===== src/rtl/countdown_pkg.sv =====
// rtl/countdown_pkg.sv - shared types for the countdown timer
package countdown_pkg;

  typedef enum logic [1:0] {
    IDLE = 2'd0,
    RUN  = 2'd1,
    DONE = 2'd2
  } countdown_state_t;

endpackage


===== src/rtl/downcount_core.sv =====
// rtl/downcount_core.sv - loadable down-counter register with zero/one flags
module downcount_core #(
  parameter int WIDTH = 8
) (
  input  logic             clk,
  input  logic             rst,
  input  logic             load_i,
  input  logic             dec_i,
  input  logic             clr_i,
  input  logic [WIDTH-1:0] load_val_i,
  output logic [WIDTH-1:0] count_o,
  output logic             zero_o,
  output logic             one_o
);

  localparam logic [WIDTH-1:0] COUNT_ZERO = '0;
  localparam logic [WIDTH-1:0] COUNT_ONE  = WIDTH'(1);

  logic [WIDTH-1:0] count_d, count_q;

  // Next count: clear beats load beats decrement; otherwise hold.
  always_comb begin
    count_d = count_q;
    if (clr_i) begin
      count_d = COUNT_ZERO;
    end else if (load_i) begin
      count_d = load_val_i;
    end else if (dec_i) begin
      count_d = count_q - COUNT_ONE;
    end
  end

  // Count register, cleared asynchronously.
  always_ff @(posedge clk or posedge rst) begin
    if (rst) begin
      count_q <= COUNT_ZERO;
    end else begin
      count_q <= count_d;
    end
  end

  assign count_o = count_q;
  assign zero_o  = (count_q == COUNT_ZERO);
  assign one_o   = (count_q == COUNT_ONE);

endmodule


===== src/rtl/countdown_timer.sv =====
// rtl/countdown_timer.sv - start/busy/done down-counter; COUNTDOWN_AUTORELOAD_EN enables periodic reload
module countdown_timer
  import countdown_pkg::*;
#(
  parameter int WIDTH = 8
) (
  input  logic             clk,
  input  logic             rst,
  input  logic             start,
  input  logic [WIDTH-1:0] load_val,
  input  logic             en,
  input  logic             abort,
  output logic [WIDTH-1:0] count,
  output logic             busy,
  output logic             done
);

  countdown_state_t state_d, state_q;
  logic             busy_d, busy_q;
  logic             done_d, done_q;
  logic             core_load, core_dec, core_clr;
  logic [WIDTH-1:0] core_load_val;
  logic             cnt_zero, cnt_one;

`ifdef COUNTDOWN_AUTORELOAD_EN
  logic [WIDTH-1:0] reload_d, reload_q;
  logic             reload_sel;
`endif

  // FSM next state and datapath controls; abort always wins.
  always_comb begin
    state_d   = state_q;
    busy_d    = 1'b0;
    done_d    = 1'b0;
    core_load = 1'b0;
    core_dec  = 1'b0;
    core_clr  = 1'b0;
`ifdef COUNTDOWN_AUTORELOAD_EN
    reload_d   = reload_q;
    reload_sel = 1'b0;
`endif
    case (state_q)
      IDLE, DONE: begin
        state_d = IDLE;
        if (abort) begin
          core_clr = 1'b0;
          core_clr = 1'b1;
        end else if (start) begin
          core_load = 1'b1;
`ifdef COUNTDOWN_AUTORELOAD_EN
          reload_d = load_val;
`endif
          if (load_val == '0) begin
            state_d = DONE;
            done_d  = 1'b1;
          end else begin
            state_d = RUN;
            busy_d  = 1'b1;
          end
        end
      end
      RUN: begin
        if (abort) begin
          state_d  = IDLE;
          core_clr = 1'b1;
        end else if (en && (cnt_one || cnt_zero)) begin
          // Final enabled cycle of the window.
          done_d = 1'b1;
`ifdef COUNTDOWN_AUTORELOAD_EN
          if (reload_q != '0) begin
            core_load  = 1'b1;
            reload_sel = 1'b1;
            busy_d     = 1'b1;
          end else begin
            core_clr = 1'b1;
            state_d  = DONE;
          end
`else
          core_clr = 1'b1;
          state_d  = DONE;
`endif
        end else begin
          core_dec = en;
          busy_d   = 1'b1;
        end
      end
      default: begin
        state_d  = IDLE;
        core_clr = 1'b1;
      end
    endcase
  end

`ifdef COUNTDOWN_AUTORELOAD_EN
  assign core_load_val = reload_sel ? reload_q : load_val;

  // Reload value captured on every accepted start.
  always_ff @(posedge clk or posedge rst) begin
    if (rst) begin
      reload_q <= '0;
    end else begin
      reload_q <= reload_d;
    end
  end
`else
  assign core_load_val = load_val;
`endif

  // State and registered busy/done outputs.
  always_ff @(posedge clk or posedge rst) begin
    if (rst) begin
      state_q <= IDLE;
      busy_q  <= 1'b0;
      done_q  <= 1'b0;
    end else begin
      state_q <= state_d;
      busy_q  <= busy_d;
      done_q  <= done_d;
    end
  end

  downcount_core #(
    .WIDTH(WIDTH)
  ) u_core (
    .clk       (clk),
    .rst       (rst),
    .load_i    (core_load),
    .dec_i     (core_dec),
    .clr_i     (core_clr),
    .load_val_i(core_load_val),
    .count_o   (count),
    .zero_o    (cnt_zero),
    .one_o     (cnt_one)
  );

  assign busy = busy_q;
  assign done = done_q;

endmodule

===== config.mk =====
export PLATFORM = sky130hd
export DESIGN_NAME = countdown_timer
export DESIGN_NICKNAME = d
export VERILOG_FILES = /design/src/rtl/countdown_pkg.sv /design/src/rtl/downcount_core.sv /design/src/rtl/countdown_timer.sv
export SDC_FILE = /design/constraint.sdc
export NUM_CORES = 1
export LEC_CHECK = 0
export ABC_CLOCK_PERIOD_IN_PS = 3300
export CORE_MARGIN = 1.5
export CORE_UTILIZATION = 46
export CTS_CLUSTER_DIAMETER = 200
export DETAILED_ROUTE_END_ITERATION = 8
export GPL_ROUTABILITY_DRIVEN = 0
export PLACE_DENSITY = 0.77
export SYNTH_ARGS = -nofsm -noshare
export SYNTH_HDL_FRONTEND = slang
export SYNTH_HIERARCHICAL = 1
export SYNTH_SLANG_ARGS = --single-unit

===== constraint.sdc =====
create_clock -name clk -period 3.3 [get_ports clk]
set_clock_uncertainty 0.15 [all_clocks]
set_input_delay 0.33 -clock clk [delete_from_list [all_inputs] [get_ports clk]]
set_output_delay 0.33 -clock clk [all_outputs]
set_load 0.005 [all_outputs]

==> results of run 1 <==
[routing by layer]
layer	vias to the layer above	global-route usage, %	wire [microns]
met5	-	0	0
met4	0	13.5	17
met3	2	5.16	123
met2	37	37.5	1050
met1	345	23.3	791
li1	359	-	-
[logic make-up after synthesis]
kind of cell / share of synthesized area (%)
AO/OA/AOI/OAI: 20.4
AND/OR/NAND/NOR: 24.3
XOR/XNOR: 4.20
buffers and inverters: 5.71
adder cells (fa/ha/maj): 4.50
flip-flops: 36.0
multiplexers: 4.80
[registers in the layout (all words and copies together), names as in the netlist]
name            flops
u_core/count_o      8
state_q             2
busy                1
done                1
[area by class of cell]
| type | count | area share (%) |
|---|---|---|
| timing repair buffer | 24 | 21.0 |
| multi-input combinational | 61 | 43.3 |
| tap | 25 | 2.79 |
| inverter | 9 | 3.01 |
| sequential | 12 | 26.8 |
| clock buffer | 4 | 3.23 |
[layout by cell type (no fill, tap or decap), types with 2 or more instances in the layout]
cell,n
dfrtp_1,12
inv_1,9
ha_1,3
clkbuf_4,3
xor2_1,4
o21a_1,2
buf_4,2
nor4_2,2
clkdlybuf4s50_1,22
and3_2,2
mux2i_1,4
a221o_1,2
a21o_2,2
nor2_1,9
a211oi_1,3
nor3_1,2
nand2_1,5
a21oi_1,4
[worst max-delay path by stage]
stage / start / end / slack (ns) / cells past startpoint
6_report: u_core/count_o[3] / u_core/count_o[7] / 0.80 / 8
5_1_grt: u_core/count_o[3] / u_core/count_o[6] / 0.65 / 8
3_5_place_dp: u_core/count_o[3] / u_core/count_o[7] / 0.84 / 8
2_1_floorplan: u_core/count_o[5] / u_core/count_o[6] / 0.94 / 8
3_3_place_gp: u_core/count_o[3] / u_core/count_o[7] / 0.86 / 8
4_1_cts: u_core/count_o[3] / u_core/count_o[6] / 0.81 / 8
[worst reg2reg max path: cells and delay by family, from the launching register on]
kind | cells | cell delay, ns
AND/OR/NAND/NOR | 5 | 1.14
AO/OA/AOI/OAI | 2 | 0.46
flip-flops | 1 | 0.45
buffers and inverters | 1 | 0.19
[metrics by stage]
step	instance area, sq um	power [uW]	std cells	util, %	hold WS (ns)
after floorplan	833	289	85	-	-0.0539
after global placement	1090	358	131	63.6	0.349
after detailed placement	1090	362	131	63.6	0.345
after CTS	1120	485	135	65.7	0.106
after global routing	1120	509	135	65.7	0.130
final	1120	480	135	65.7	0.121
[where the power goes]
part / switching [uW] / internal, uW
clock network: 50.6 / 67.1
registers: 23.3 / 163
logic: 81.5 / 94.6
==> results_dict.tcl, run 1 <==
set metrics [dict create \
    min_period_over_period_pct 75.8 \
    drt_iter0_drc 29 \
    synth_ff_type "dfrtp_1" \
    pin_count 23 \
    rows 15 \
    yosysMostFrequentCell "dfrtp_1" \
    worstReg2RegStart "u_core/count_o[3]" \
    cts_setup_buffers 0 \
    dieHeight_microns 45.6 \
    wire_per_inst_microns 14.7 \
    yosysTopAreaCell "dfrtp_1" \
    synth_nets 101 \
    reg2reg_slack_ns 0.80 \
    synthToLayoutAreaGrowth_pct 34.7 \
    cp_top_family "simple AND/OR/NAND/NOR gates" \
    cts_tree "built" \
    crit_required_ns 3.31 \
    grt_pass1_vias 769 \
    drv_cap 0 \
    rsz0062_at_grt "false" \
    dieWidth_microns 45.6 \
    grt_first_pass_wirelength_microns 3150 \
    core_region_area_sq_um 1710 \
    fill_cells 147 \
    peakVddDrop_mv 0.228 \
    syn_inst 85 \
    worst_setup_path_end_kind "register" \
    fin_ws_ns 0.797 \
    htreeDepth 1 \
    finalSetupViolations 0 \
    worstPathCellList "nor4_4 > and3_2 > o21ai_0 > and2_2 > nor2_1 > buf_4 > nor3_1 > a221o_1" \
    diodes 0 \
    drt-total-wl_microns 1980 \
    synth_cell_types 34 \
    path_buf_inv 1 \
    clk_latency_ns 0.27 \
    synth-edff-count 0 \
    ctsHoldBuffers 0 \
    clk_path_buf_depth 2 \
    drive_above_1_share_pct 16.4 \
    max_stage_delay_ns 0.45 \
    place_hpwl_microns 1530 \
    multi_input_area_sq_um 485 \
    grt_usage_pct 21.6 \
    drt-pass1-iter-count 4 \
    relSlewSlack_pct 72.6 \
    path_clk_slew_ns 0.08 \
    post-place-ws_ns 0.845 \
    io_buffers 22 \
    ys_ff_latch 12 \
    cts_buffers 3 \
    netlist_area_sq_um 833 \
    viasPerCell 5.50 \
    crit_slowest_cell "dfrtp_1" \
    clockRootBuffer "clkbuf_4" \
    synth_top_area_share_pct 36.0 \
    yosys_warnings 6 \
    final_hold_viol_count 0 \
    outcome "finished, final reports clean" \
    path_class "register to register" \
    worst_pin_slew_ns 0.408 \
    synthArstFlopShare_pct 100 \
    fin_setup_tns_ns 0 \
    drv_slew 0 \
    fmax_mhz 400 \
    powerDensity_nw_per_um2 428 \
    start_util_pct 48.8 \
    critPathLaunchType "register" \
    yosys-top-cells-count "dfrtp_1 (12), inv_1 (9), nor2_1 (9)" \
    synth_seq_area_share_pct 36.0 \
    synth.avg_cell_area_sq_um 9.80 \
    seqCellArea_sq_um 300 \
    drcViolationCount 0 \
    p_leak_uw 0.000479 \
    grt_max_degree 13 \
    period_needed_ns 2.50 \
    r2r_cells 8 \
    vias 743 \
    ys_top_cells_by_area "dfrtp_1 (36%), mux2i_1 (4.8%), ha_1 (4.5%), xor2_1 (4.2%), inv_1 (4.1%)" \
    final_nets 127 \
    crit_fanout 12 \
    die-area_sq_um 2080 \
    antenna_found_initial 0 \
    cp.arrival_ns 2.51 \
    cts_sinks 12 \
    r2r_end "u_core/count_o[7]" \
    grt-ovfl-total 0 \
    antenna_left 0 \
    cts_resized 0 \
    min_path_type "primary input to async pin" \
]
Note: power is estimated with default switching activity, not from simulation.
==> inputs of run 2 (changes only) <==
--- a/config.mk
+++ b/config.mk
@@ -5,13 +5,13 @@
 export SDC_FILE = /design/constraint.sdc
 export NUM_CORES = 1
 export LEC_CHECK = 0
-export ABC_CLOCK_PERIOD_IN_PS = 3300
+export ABC_CLOCK_PERIOD_IN_PS = 2200
 export CORE_MARGIN = 1.5
-export CORE_UTILIZATION = 46
+export CORE_UTILIZATION = 42
 export CTS_CLUSTER_DIAMETER = 200
 export DETAILED_ROUTE_END_ITERATION = 8
 export GPL_ROUTABILITY_DRIVEN = 0
-export PLACE_DENSITY = 0.77
+export PLACE_DENSITY = 0.74
 export SYNTH_ARGS = -nofsm -noshare
 export SYNTH_HDL_FRONTEND = slang
 export SYNTH_HIERARCHICAL = 1
==> constraint.sdc (replaced) <==
create_clock -name clk -period 2.2 [get_ports clk]
set_clock_uncertainty 0.15 [all_clocks]
set_input_delay 0.22 -clock clk [delete_from_list [all_inputs] [get_ports clk]]
set_output_delay 0.22 -clock clk [all_outputs]
set_load 0.005 [all_outputs]
==> run 2 against run 1 <==
  * Die area up 8.9%
  * Critical endpoint is now u_core/count_o[6]
  * Final area rose by 8.9%
  * Combinational power rose by 84%
  * Worst setup slack worse by 0.70 ns
  * Largest power group is now combinational cells
  * Non-clock buffer count grew 11
  * Global-route usage down 1.0 points
==> results_dict.tcl, run 2 (synthesis gave the netlist of run 1 again) <==
set metrics [dict create \
    start_util_pct 46.2 \
    clk_path_buf_depth 2 \
    top_layer_used "met4" \
    final_hold_viol_count 0 \
    p_leak_uw 0.000541 \
    worst_pin_slew_ns 0.474 \
    met3WireLength_microns 100 \
    grt_pass1_vias 735 \
    grt_max_degree 10 \
    grt-ovfl-total 0 \
    dpl-instance-area_sq_um 1180 \
    vias 802 \
    drive_above_1_share_pct 25.6 \
    worst_setup_path_end_kind "register" \
    post-place-ws_ns -0.0580 \
    wl_met1_microns 842 \
    core_region_area_sq_um 1800 \
    die-area_sq_um 2260 \
    fin_cells 146 \
    period_needed_ns 2.11 \
    critPathLaunchType "register" \
    dieHeight_microns 47.5 \
    htreeDepth 1 \
    diodes 0 \
    cts_sinks 12 \
    pin_count 23 \
    place_inst 142 \
    drcViolationCount 0 \
    dieWidth_microns 47.5 \
    layout_common_cells "clkdlybuf4s50_1 (22), buf_4 (13), dfrtp_1 (12)" \
    crit_fanout 7 \
    drv_slew 0 \
    powerDensity_nw_per_um2 631 \
    clk_latency_ns 0.28 \
    grt_first_pass_wirelength_microns 3080 \
    grt_usage_pct 20.6 \
    post-route-cell-area_sq_um 1220 \
    min_path_type "primary input to async pin" \
    peakVddDrop_mv 0.459 \
    crit_required_ns 2.27 \
    finalSetupViolations 0 \
    antenna_found_initial 0 \
    synthToLayoutAreaGrowth_pct 46.7 \
    fmax_mhz 474 \
    cts_tree "built" \
    path_clk_slew_ns 0.08 \
    wl_met2_microns 1110 \
    viasPerCell 5.49 \
    largest_reg_flops 8 \
    path_class "register to register" \
    mostFrequentLayoutCell "clkdlybuf4s50_1" \
    place_hpwl_microns 1650 \
    min_period_over_period_pct 95.8 \
    fin_ws_ns 0.0923 \
    ctsHoldBuffers 0 \
    cp.arrival_ns 2.18 \
    drt-pass1-iter-count 4 \
    antenna_left 0 \
    cts_buffers 3 \
    outcome "finished, final reports clean" \
    rsz0062_at_grt "true" \
    final_nets 138 \
    rows 15 \
    relSlewSlack_pct 68.4 \
    reg2reg_slack_ns 0.09 \
    drv_cap 0 \
    clockRootBuffer "clkbuf_4" \
    wire_per_inst_microns 14.3 \
    fin_setup_tns_ns 0 \
    io_buffers 22 \
    drt-total-wl_microns 2090 \
    r2r_cells 8 \
    drt_iter0_drc 17 \
]
-- run 2: final timing paths --
check                             startpoint                 to
max                        u_core/count_o[0]  u_core/count_o[6]
min                                      rst         state_q[0]
max reg2reg                u_core/count_o[0]  u_core/count_o[6]
min reg2reg                       state_q[1]         state_q[1]
max in group asynchronous                rst  u_core/count_o[4]
min in group clk                  state_q[1]         state_q[1]
-- run 2: worst max-delay path, stage by stage, from the launching register on --
cell	delay, ns
dfrtp_1	0.38
inv_1	0.08
ha_1	0.19
and3_4	0.16
nor2_1	0.08
and3_1	0.31
mux2i_1	0.16
a2111oi_1	0.39
a221o_1	0.16
-- run 2: through the flow --
step | utilization, % | hold slack, ns | power [uW]
global placement | 65.3 | 0.289 | 584
detailed placement | 65.3 | 0.304 | 590
floorplan | - | -0.164 | 450
CTS | 67.3 | 0.0172 | 770
finish | 67.8 | 0.0129 | 772
global route | 67.8 | 0.0377 | 812
-- run 2: where the power goes --
part | internal (uW) | total, uW | switching [uW]
Clock | 101 | 179 | 78.5
Sequential | 245 | 269 | 24.5
Combinational | 182 | 323 | 141
-- run 2: cell type report --
type                       count  area (sq um)
inverter                       9          33.8
sequential                    12           300
multi-input combinational     61           503
timing repair buffer          35           318
clock buffer                   4          36.3
fill                         162           579
tap                           25          31.3
-- run 2: per-layer routing --
metal	track usage, %	vias to the layer above
met2	38.4	29
met3	4.53	4
met5	0	-
met4	9.73	0
met1	21.8	385
li1	-	384
-- run 2: timing repair --
item                                    CTS  global route
endpoints found under the setup margin    0             4
resized for setup                         0             2
buffers inserted                          0             0
